--- config.mk ---
export PLATFORM = sky130hd
export DESIGN_NAME = mem_port_arbiter
export DESIGN_NICKNAME = d
export VERILOG_FILES = /design/src/rtl/mem_port_arbiter.sv
export SDC_FILE = /design/constraint.sdc
export NUM_CORES = 1
export LEC_CHECK = 0
export ABC_AREA = 1
export BUFFER_PORTS_ARGS = -buffer_cell sky130_fd_sc_hd__buf_4
export CORE_AREA = 2 2 195 197
export CTS_BUF_LIST = sky130_fd_sc_hd__clkbuf_8 sky130_fd_sc_hd__clkbuf_16
export DETAILED_ROUTE_END_ITERATION = 12
export DIE_AREA = 0 0 197 199
export PLACE_DENSITY = 0.53
export SLEW_MARGIN = 5
export SYNTH_ARGS = -nofsm -noshare
export SYNTH_HDL_FRONTEND = slang
export SYNTH_SLANG_ARGS = --single-unit
--- constraint.sdc ---
create_clock -name clk -period 3.09 [get_ports clk]
set_input_delay 0.1545 -clock clk [delete_from_list [all_inputs] [get_ports clk]]
set_output_delay 0.1545 -clock clk [all_outputs]
set_load 0.005 [all_outputs]
--- src/rtl/mem_port_arbiter.sv ---
// ============================================================================
// Module   : mem_port_arbiter
// Purpose  : Arbitrates the single unified memory port between fetch and data
//            stages; one outstanding valid/ready transaction, data has priority.
// Revision : 1.0 - initial release
// ============================================================================
`default_nettype none

module mem_port_arbiter #(
    parameter int XLEN = 64
) (
    input  logic            clk,
    input  logic            reset,
    input  logic            if_req,
    input  logic [XLEN-1:0] if_addr,
    input  logic            if_kill,
    output logic [31:0]     if_rdata,
    output logic            if_done,
    input  logic            dm_req,
    input  logic            dm_we,
    input  logic [XLEN-1:0] dm_addr,
    input  logic [XLEN-1:0] dm_wdata,
    input  logic [2:0]      dm_funct3,
    output logic [XLEN-1:0] dm_rdata,
    output logic            dm_done,
    output logic            stall_if,
    output logic            stall_mem,
    output logic            mem_valid,
    input  logic            mem_ready,
    output logic            mem_we,
    output logic [XLEN-1:0] mem_addr,
    output logic [XLEN-1:0] mem_wdata,
    output logic [2:0]      mem_size,
    input  logic            mem_rvalid,
    input  logic [XLEN-1:0] mem_rdata
);

    typedef enum logic [2:0] {
        S_IDLE    = 3'd0,
        S_IF_REQ  = 3'd1,
        S_IF_WAIT = 3'd2,
        S_DM_REQ  = 3'd3,
        S_DM_WAIT = 3'd4
    } state_t;

    localparam logic [2:0] C_FETCH_SIZE = 3'b010;

    state_t            state_q, state_d;
    logic              kill_q, kill_d;
    logic              valid_q, valid_d;
    logic              we_q, we_d;
    logic [XLEN-1:0]   addr_q, addr_d;
    logic [XLEN-1:0]   wdata_q, wdata_d;
    logic [2:0]        size_q, size_d;
    logic              if_done_q, if_done_d;
    logic              dm_done_q, dm_done_d;
    logic [31:0]       if_rdata_q, if_rdata_d;
    logic [XLEN-1:0]   dm_rdata_q, dm_rdata_d;

    always_ff @(posedge clk) begin
        if (reset) begin
            state_q    <= S_IDLE;
            kill_q     <= 1'b0;
            valid_q    <= 1'b0;
            we_q       <= 1'b0;
            addr_q     <= '0;
            wdata_q    <= '0;
            size_q     <= '0;
            if_done_q  <= 1'b0;
            dm_done_q  <= 1'b0;
            if_rdata_q <= '0;
            dm_rdata_q <= '0;
        end else begin
            state_q    <= state_d;
            kill_q     <= kill_d;
            valid_q    <= valid_d;
            we_q       <= we_d;
            addr_q     <= addr_d;
            wdata_q    <= wdata_d;
            size_q     <= size_d;
            if_done_q  <= if_done_d;
            dm_done_q  <= dm_done_d;
            if_rdata_q <= if_rdata_d;
            dm_rdata_q <= dm_rdata_d;
        end
    end

    always_comb begin
        state_d    = state_q;
        kill_d     = kill_q;
        valid_d    = valid_q;
        we_d       = we_q;
        addr_d     = addr_q;
        wdata_d    = wdata_q;
        size_d     = size_q;
        if_done_d  = 1'b0;
        dm_done_d  = 1'b0;
        if_rdata_d = if_rdata_q;
        dm_rdata_d = dm_rdata_q;

        case (state_q)
            S_IDLE: begin
                kill_d = 1'b0;
                // A req is still high during its own done cycle; masking it
                // there prevents a duplicate issue.
                if (dm_req && !dm_done_q) begin
                    state_d = S_DM_REQ;
                    valid_d = 1'b1;
                    we_d    = dm_we;
                    addr_d  = dm_addr;
                    wdata_d = dm_wdata;
                    size_d  = dm_funct3;
                end else if (if_req && !if_done_q) begin
                    state_d = S_IF_REQ;
                    valid_d = 1'b1;
                    we_d    = 1'b0;
                    addr_d  = if_addr;
                    wdata_d = '0;
                    size_d  = C_FETCH_SIZE;
                end
            end
            S_IF_REQ: begin
                if (if_kill) kill_d = 1'b1;
                if (mem_ready) begin
                    valid_d = 1'b0;
                    state_d = S_IF_WAIT;
                end
            end
            S_IF_WAIT: begin
                if (if_kill) kill_d = 1'b1;
                if (mem_rvalid) begin
                    state_d = S_IDLE;
                    kill_d  = 1'b0;
                    // Killed fetches still drain the port but leave no trace.
                    if (!(kill_q || if_kill)) begin
                        if_done_d  = 1'b1;
                        if_rdata_d = mem_rdata[31:0];
                    end
                end
            end
            S_DM_REQ: begin
                if (mem_ready) begin
                    valid_d = 1'b0;
                    state_d = S_DM_WAIT;
                end
            end
            S_DM_WAIT: begin
                if (mem_rvalid) begin
                    state_d    = S_IDLE;
                    dm_done_d  = 1'b1;
                    dm_rdata_d = mem_rdata;
                end
            end
            default: begin
                state_d = S_IDLE;
                valid_d = 1'b0;
                kill_d  = 1'b0;
            end
        endcase
    end

    assign mem_valid = valid_q;
    assign mem_we    = we_q;
    assign mem_addr  = addr_q;
    assign mem_wdata = wdata_q;
    assign mem_size  = size_q;
    assign if_done   = if_done_q;
    assign dm_done   = dm_done_q;
    assign if_rdata  = if_rdata_q;
    assign dm_rdata  = dm_rdata_q;
    assign stall_if  = if_req & ~if_done_q;
    assign stall_mem = dm_req & ~dm_done_q;

endmodule

`default_nettype wire

==> flow_summary.toml, run 1 <==
[detailed_routing]
firstDrtPassIters = 5
drt_wl_total_mm = 37.09
drt_iter0_drc = 417
final_antenna_net_count = 0
via_per_inst = 4.354
drcViolationCount = 0
via_count = 10728
wire_per_inst_microns = 15.05

[cts]
h-tree-depth = 1
cts_max_path_buffers = 3
insertion_delay_ps = 550
cts_hold_buf = 259
cts.sinks = 235
numCtsBuffers = 27
cts-root-buf = "clkbuf_16"
cts_resized = 0
clk_pin_slew_ps = 60
post_cts_buffers = 0
cts_tree = "done"

[critical_path]
crit_path_top_delay_cell = "inv_2"
path_class = "flop to flop"
critical-path-max-stage-delay_ps = 800
crit_top_cell = "nand2_1"
critPathBufInv = 4
crit_chain = "inv_1, nand2_2, inv_2, buf_4, nand2_1, nand2_1, dlygate4sd3_1, o21ai_0, nor2_1"
rr_worst_depth = 9
required_ps = 3570
worstPathArrival_ps = 3140
endpoint_kind = "flop"
cp-start-kind = "flop"
worst_path_dominant_cell_family = "buffers and inverters"
path_max_fanout = 61
path_depth = 9

[synthesis]
yosysTopAreaCellShare = 0.5121
ys_ff_latch = 235
synth_cells = 1260
syn_nets = 1527
syn_area_per_cell_sq_um = 7.292
syn-cell-area_sq_um = 9188
synth_warnings = 0
ys_types = 23
synth-seq-area-share = 0.5121
ys_top_cells_by_area = "dfxtp_1 (51%), nand2_1 (14%), a21oi_1 (11%), o21ai_0 (8.6%), nor2_1 (5.6%)"
synth_top_area_cell = "dfxtp_1"

[power_and_ir_drop]
design_power_total_mw = 11.68
irDropWorstVdd_uv = 426.1
powerDensity_nw_per_um2 = 698.5
power.leakage_nw = 7.666

[cells_and_area]
fin_area_sq_um = 16720
finalNetCount = 2235
most-common-layout-cells = "buf_4 (509), nand2_1 (336), dlygate4sd3_1 (259), dfxtp_1 (235), a21oi_1 (200)"
synthToLayoutAreaGrowth_pct = 81.94
finalNonFillerCells = 2464
layout_commonest_cell = "buf_4"
drive_above_1_share = 0.2881
post-route-util = 0.4502

[grt]
first_global_vias = 10551
antenna_found_initial = 1
grt_overflow = 0
grt_start_max_net_pins = 74
grt_pass1_wl_mm = 56.16
grt_util_all_layers = 0.1787

[timing]
setup_tns_ps = 0
max_freq_mhz = 376.2
tightest_slew_ps = 989.0
fin_skew_ps = 9.159
fin_crit_ps = 2658
report.final.slew_viol_count = 0
grt_setup_unrepaired = "no"
fin_hold_ws_ps = 4.139
fin_ws_ps = 431.7
slew_headroom = 0.3407
finalHoldViolCount = 0
fin_crit_sh = 0.8603
setup_viol = 0

[floorplan]
dieWidth_microns = 197
die-area_sq_um = 39200
start_util = 0.2474
die_h_microns = 199
pin_count = 500
rows = 71
core_sq_um = 37130

[placement]
place_area_sq_um = 13240
dp_hpwl_mm = 24.91
dp_slack_ps = 952.2
dpl.cell_count = 2154
portBuffers = 499
gp_congestion = 0.8402

[hold_path]
hp-class = "primary input to flop"
min_path_cells = 5

[flow_run]
drv_cap = 0

[run_status]
status = "finished clean"
==> path summary, 6_finish.rpt <==
path	endpoint	slack, ps	start
max	mem_addr[59]	430	dm_done
min	mem_addr[17]	4	dm_addr[17]
max reg2reg	mem_addr[59]	430	dm_done
min reg2reg	dm_rdata[51]	440	dm_rdata[51]
==> synth_stat cells, drive strengths merged <==
master,n
dfxtp,235
a31oi,1
clkinv,1
nor3,2
nand3b,1
o21bai,1
a21oi,200
buf,54
nand3,6
nor2,140
o21ai,160
inv,76
nand2,342
or2,1
clkbuf,40
==> worst min-delay path: stages <==
cell and delay [ps]:
buf_4 80, nand2_1 50, nand2_1 60, o21ai_0 90
nor2_1 90
==> registers in the layout, indices dropped and copies added, names as in the netlist <==
| signal | flops |
|---|---|
| mem_size | 3 |
| dm_done | 1 |
| dm_rdata | 64 |
| if_done | 1 |
| if_rdata | 32 |
| kill_q | 1 |
| mem_we | 1 |
| mem_wdata | 64 |
| mem_addr | 64 |
| state_q | 3 |
| mem_valid | 1 |
==> area by class of cell <==
type | instances | area (sq um)
Fill cell | 3648 | 20420
Multi-Input combinational cell | 854 | 3731
Inverter | 77 | 291.5
Sequential cell | 235 | 4705
Antenna cell | 1 | 2.502
Tap cell | 474 | 593.1
Timing Repair Buffer | 773 | 6514
Clock buffer | 34 | 772.0
Clock inverter | 16 | 107.6
==> cells by family after synthesis <==
logic type	share of synthesized area
AO/OA/AOI/OAI	0.1976
AND/OR/NAND/NOR	0.2069
flip-flops	0.5121
buffers and inverters	0.08348
==> metal layers <==
layer / track usage / up-vias / share of wire
li1: - / 5452 / -
met1: 0.2093 / 4820 / 0.41
met2: 0.3093 / 375 / 0.48
met3: 0.04713 / 81 / 0.074
met4: 0.07463 / 0 / 0.036
met5: 0 / - / 0
==> report_power, final <==
group | internal, mW | switching [mW] | leakage [nW]
clock | 1.84 | 1.32 | 0.461
sequential | 3.78 | 0.429 | 1.92
combinational | 2.07 | 2.25 | 5.28
total | 7.69 | 3.99 | 7.67
Power figures use the tool's default switching activity.
==> run 2, diff against run 1 <==
--- a/config.mk
+++ b/config.mk
@@ -5,12 +5,12 @@
 export SDC_FILE = /design/constraint.sdc
 export NUM_CORES = 1
 export LEC_CHECK = 0
-export ABC_AREA = 1
+export ABC_AREA = 0
 export BUFFER_PORTS_ARGS = -buffer_cell sky130_fd_sc_hd__buf_4
-export CORE_AREA = 2 2 195 197
+export CORE_AREA = 2 2 192 194
 export CTS_BUF_LIST = sky130_fd_sc_hd__clkbuf_8 sky130_fd_sc_hd__clkbuf_16
 export DETAILED_ROUTE_END_ITERATION = 12
-export DIE_AREA = 0 0 197 199
+export DIE_AREA = 0 0 194 196
 export PLACE_DENSITY = 0.53
 export SLEW_MARGIN = 5
 export SYNTH_ARGS = -nofsm -noshare
==> flow_summary.toml, run 2 <==
[placement]
gp_congestion = 0.7978
dp_slack_ps = 1010
portBuffers = 499
dp_hpwl_mm = 23.22

[cts]
cts.sinks = 235
cts_max_path_buffers = 3
cts_tree = "done"
numCtsBuffers = 28
clk_pin_slew_ps = 60
cts-root-buf = "clkbuf_16"
h-tree-depth = 1
post_cts_buffers = 0
insertion_delay_ps = 540

[flow_run]
drv_cap = 0

[timing]
setup_viol = 0
fin_ws_ps = 535.8
slew_headroom = 0.4727
fin_crit_ps = 2554
fin_skew_ps = 8.093
report.final.slew_viol_count = 0
setup_tns_ps = 0
max_freq_mhz = 391.5
fin_hold_ws_ps = 45.65
finalHoldViolCount = 0
grt_setup_unrepaired = "no"
tightest_slew_ps = 790.9
fin_crit_sh = 0.8266

[power_and_ir_drop]
powerDensity_nw_per_um2 = 523.2
irDropWorstVdd_uv = 455.2
power.leakage_nw = 7.275
design_power_total_mw = 8.663

[cells_and_area]
synthToLayoutAreaGrowth_pct = 86.16
antenna_cells = 0
layout_commonest_cell = "buf_4"
finalNetCount = 2032
regArea_sq_um = 4705
drive_above_1_share = 0.3423
most-common-layout-cells = "buf_4 (512), nand2_1 (322), dlygate4sd3_1 (263), dfxtp_1 (235), nor2_1 (140)"
multi_input_area_sq_um = 3745
nFillCells = 3408

[synthesis]
synth-seq-area-share = 0.5289
synth_most_common_cell = "nand2_1"
synth_cells = 1047
synth.top_cells.by_count = "nand2_1 (323), dfxtp_1 (235), nor2_1 (140)"
synth_edf_count = 0
syn_nets = 1314
ys_types = 28
synth_warnings = 0
async_reset_ff_frac = 0
ys_ff_latch = 235
synth_top_area_cell = "dfxtp_1"
synthFlopType = "dfxtp_1"
syn-cell-area_sq_um = 8895
ys_top_cells_by_area = "dfxtp_1 (53%), nand2_1 (14%), a311oi_2 (6.8%), nor2_1 (5.9%), a22oi_1 (5.7%)"
yosysTopAreaCellShare = 0.5289
syn_area_per_cell_sq_um = 8.495

[floorplan]
rows = 70
die-area_sq_um = 38020
dieWidth_microns = 194
pin_count = 500
die_h_microns = 196
start_util = 0.2465
core_sq_um = 36080

[critical_path]
path_class = "flop to flop"
required_ps = 3580
worstPathArrival_ps = 3040
cp-start-kind = "flop"
path_max_fanout = 130
r2r_end = "mem_addr[26]"
reg2reg_from = "state_q[2]"
rr_worst_depth = 6
endpoint_kind = "flop"
reg2reg_slack_ps = 540

[grt]
antenna_found_initial = 0
grt_overflow = 0
grt_start_max_net_pins = 131
grt_pass1_wl_mm = 56.63
grt_util_all_layers = 0.1826
first_global_vias = 10472

[hold_path]
min_path_cells = 4
hp-class = "primary input to flop"
holdPathEnd = "kill_q"
hp-start = "mem_rvalid"

[detailed_routing]
final_antenna_net_count = 0
via_per_inst = 4.488
via_count = 10099
drt_wl_total_mm = 36.54
drcViolationCount = 0
drt_iter0_drc = 465
firstDrtPassIters = 5
wire_per_inst_microns = 16.24

[run_status]
status = "finished clean"
-- run 2: metal layers --
layer  track usage  wire length (microns)  vias to the layer above
met2        0.3162                  17920                      371
met1        0.2137                  14600                     4673
met4       0.06958                   1440                        0
met5             0                      0                        -
met3       0.05226                   2586                       81
li1              -                      -                     4974
-- run 2: critical path, cell delays in order (launching register included) --
cell and delay, ps:
dfxtp_1 390, nor3_4 320, o21a_4 180, buf_12 430, nor2_1 90, a311oi_1 310
dlygate4sd3_1 600
-- run 2: worst max-delay path by stage --
stage                    start      endpoint  slack [ps]  cells after the start
global placement    state_q[2]  dm_rdata[51]        1100                      5
CTS                 state_q[2]  mem_addr[47]         620                      6
global route        state_q[2]  mem_addr[33]         370                      6
finish              state_q[2]  mem_addr[26]         540                      6
floorplan           state_q[2]  mem_addr[10]        1680                      6
detailed placement  state_q[2]  dm_rdata[35]        1010                      5
-- run 2: kinds of logic after synthesis --
| kind of cell | Yosys count | synth area share |
|---|---|---|
| simple gates | 480 | 0.2082 |
| compound gates | 239 | 0.2104 |
| flops | 235 | 0.5289 |
| buf+inv | 93 | 0.05247 |
-- run 2: metrics by stage --
step                        util  cells  area, sq um
after floorplan                -   1047         8895
after global placement    0.3596   1940        12980
after detailed placement  0.3596   1940        12980
after CTS                 0.4589   2250        16560
after global routing      0.4589   2250        16560
final                     0.4589   2250        16560
-- run 2: final cells by class --
cell class	instances	area share
well taps	468	0.03536
multi-input cells	719	0.2262
inverters	1	0.0002267
flip-flops and latches	235	0.2841
clock inverters	8	0.005214
clock buffers	39	0.05214
repair buffers	780	0.3968
-- run 2: power by group --
part	internal, mW	switching [mW]	leakage [nW]
clock	2.08	1.31	0.485
sequential	3.26	0.134	1.92
combinational	1.06	0.819	4.87
-- run 2: timing repair --
action                                  CTS  global route
gates resized for setup                   0             0
endpoints found under the setup margin    0             0
endpoints found under the hold margin   231             0
hold buffers                            263             0
==> run 3, diff against run 2 <==
==> constraint.sdc (replaced) <==
create_clock -name clk -period 2.5 [get_ports clk]
set_input_delay 0.125 -clock clk [delete_from_list [all_inputs] [get_ports clk]]
set_output_delay 0.125 -clock clk [all_outputs]
set_load 0.005 [all_outputs]
==> flow_summary.toml, run 3 (synthesis results as in run 2) <==
[hold_path]
hp-class = "primary input to flop"
min_path_cells = 4

[cells_and_area]
finalNonFillerCells = 2258
antenna_cells = 0
finalNetCount = 2035
drive_above_1_share = 0.3441
fin_area_sq_um = 16720
nFillCells = 3449
synthToLayoutAreaGrowth_pct = 87.95
most-common-layout-cells = "buf_4 (509), nand2_1 (322), dlygate4sd3_1 (263), dfxtp_1 (235), nor2_1 (140)"
layout_commonest_cell = "buf_4"

[timing]
fin_crit_ps = 2393
setup_viol = 0
fin_skew_ps = 15.01
finalHoldViolCount = 0
max_freq_mhz = 417.9
fin_crit_sh = 0.9572
slew_headroom = 0.4743
report.final.slew_viol_count = 0
setup_tns_ps = 0
grt_setup_unrepaired = "no"
tightest_slew_ps = 788.5

[cts]
cts-root-buf = "clkbuf_16"
cts.sinks = 235
cts_tree = "done"
insertion_delay_ps = 540
h-tree-depth = 1
numCtsBuffers = 28
cts_max_path_buffers = 3
clk_pin_slew_ps = 60

[grt]
grt_overflow = 0
first_global_vias = 10320
grt_pass1_wl_mm = 56.65
grt_start_max_net_pins = 68
grt_util_all_layers = 0.1825
antenna_found_initial = 0

[power_and_ir_drop]
power.leakage_nw = 7.345
irDropWorstVdd_uv = 529.5
powerDensity_nw_per_um2 = 655.0

[detailed_routing]
drcViolationCount = 0
final_antenna_net_count = 0
drt_iter0_drc = 445
firstDrtPassIters = 5
wire_per_inst_microns = 16.26
via_per_inst = 4.519
via_count = 10205
drt_wl_total_mm = 36.71

[floorplan]
pin_count = 500
die_h_microns = 196
dieWidth_microns = 194
start_util = 0.2465
die-area_sq_um = 38020
rows = 70
core_sq_um = 36080

[placement]
dpl.cell_count = 1941
portBuffers = 499
dp_hpwl_mm = 24.05
place_area_sq_um = 13060
gp_congestion = 0.8126

[critical_path]
cp-start-kind = "flop"
path_class = "flop to flop"
required_ps = 2980
worstPathArrival_ps = 2870
endpoint_kind = "flop"
rr_worst_depth = 6
path_max_fanout = 57

[flow_run]
drv_cap = 0

[run_status]
status = "finished clean"
run 3: cell types whose count changed in the layout (fill, tap and decap cells not counted), sizes merged:
cell,change
bufinv,+2
clkinv,+2
inv,+3
clkbuf,-4
clkinvlp,+2
buf,+3
run 3: metrics by stage:
stage | hold slack, ps | util | setup WS, ps | power (mW)
global route | 56.66 | 0.4633 | 11.51 | 11.44
CTS | 1.014 | 0.4624 | 170.3 | 11.01
floorplan | 261.0 | - | 1089 | 5.150
detailed placement | 366.2 | 0.3619 | 616.5 | 6.143
finish | 18.75 | 0.4633 | 107.0 | 10.95
global placement | 358.7 | 0.3619 | 632.5 | 6.119
run 3: worst max-delay path, cell delays in order, from the launching register on:
cell	delay [ps]
dfxtp_1	390
nor3_4	330
o21a_4	280
buf_16	290
nor2_1	100
a311oi_2	310
dlygate4sd3_1	600
run 3: per-layer routing:
layer  track usage  vias to the layer above  routed length [microns]
li1              -                     4980                        -
met3       0.04126                       81                     2266
met1        0.2167                     4766                    15060
met5             0                        -                        0
met4       0.06622                        0                     1288
met2        0.3220                      378                    18090
run 3: where the power goes:
part           switching (mW)  leakage, nW  internal [mW]
combinational            1.03         4.92           1.36
sequential              0.169         1.92           4.03
clock                    1.68        0.508           2.69
total                    2.87         7.35           8.08
run 3: final cells by class:
type	count	area (sq um)	area share
Clock buffer	35	808.3	0.04835
Clock inverter	17	187.7	0.01123
Inverter	1	3.754	0.0002245
Multi-Input combinational cell	719	3745	0.2240
Sequential cell	235	4705	0.2814
Tap cell	468	585.6	0.03503
Timing Repair Buffer	783	6683	0.3997
run 3: worst paths after layout:
kind / startpoint / end / slack [ps]
max reg2reg: state_q[2] / mem_addr[7] / 110
min reg2reg: dm_rdata[17] / dm_rdata[17] / 450
min: mem_rvalid / kill_q / 20
max: state_q[2] / mem_addr[7] / 110
run 3: what timing repair did:
| item | in CTS | in global routing |
|---|---|---|
| setup endpoints to repair | 0 | 4 |
| setup buffers | 0 | 2 |
| resized for setup | 0 | 2 |
| hold endpoints to repair | 231 | 0 |
| hold buffers | 263 | 0 |
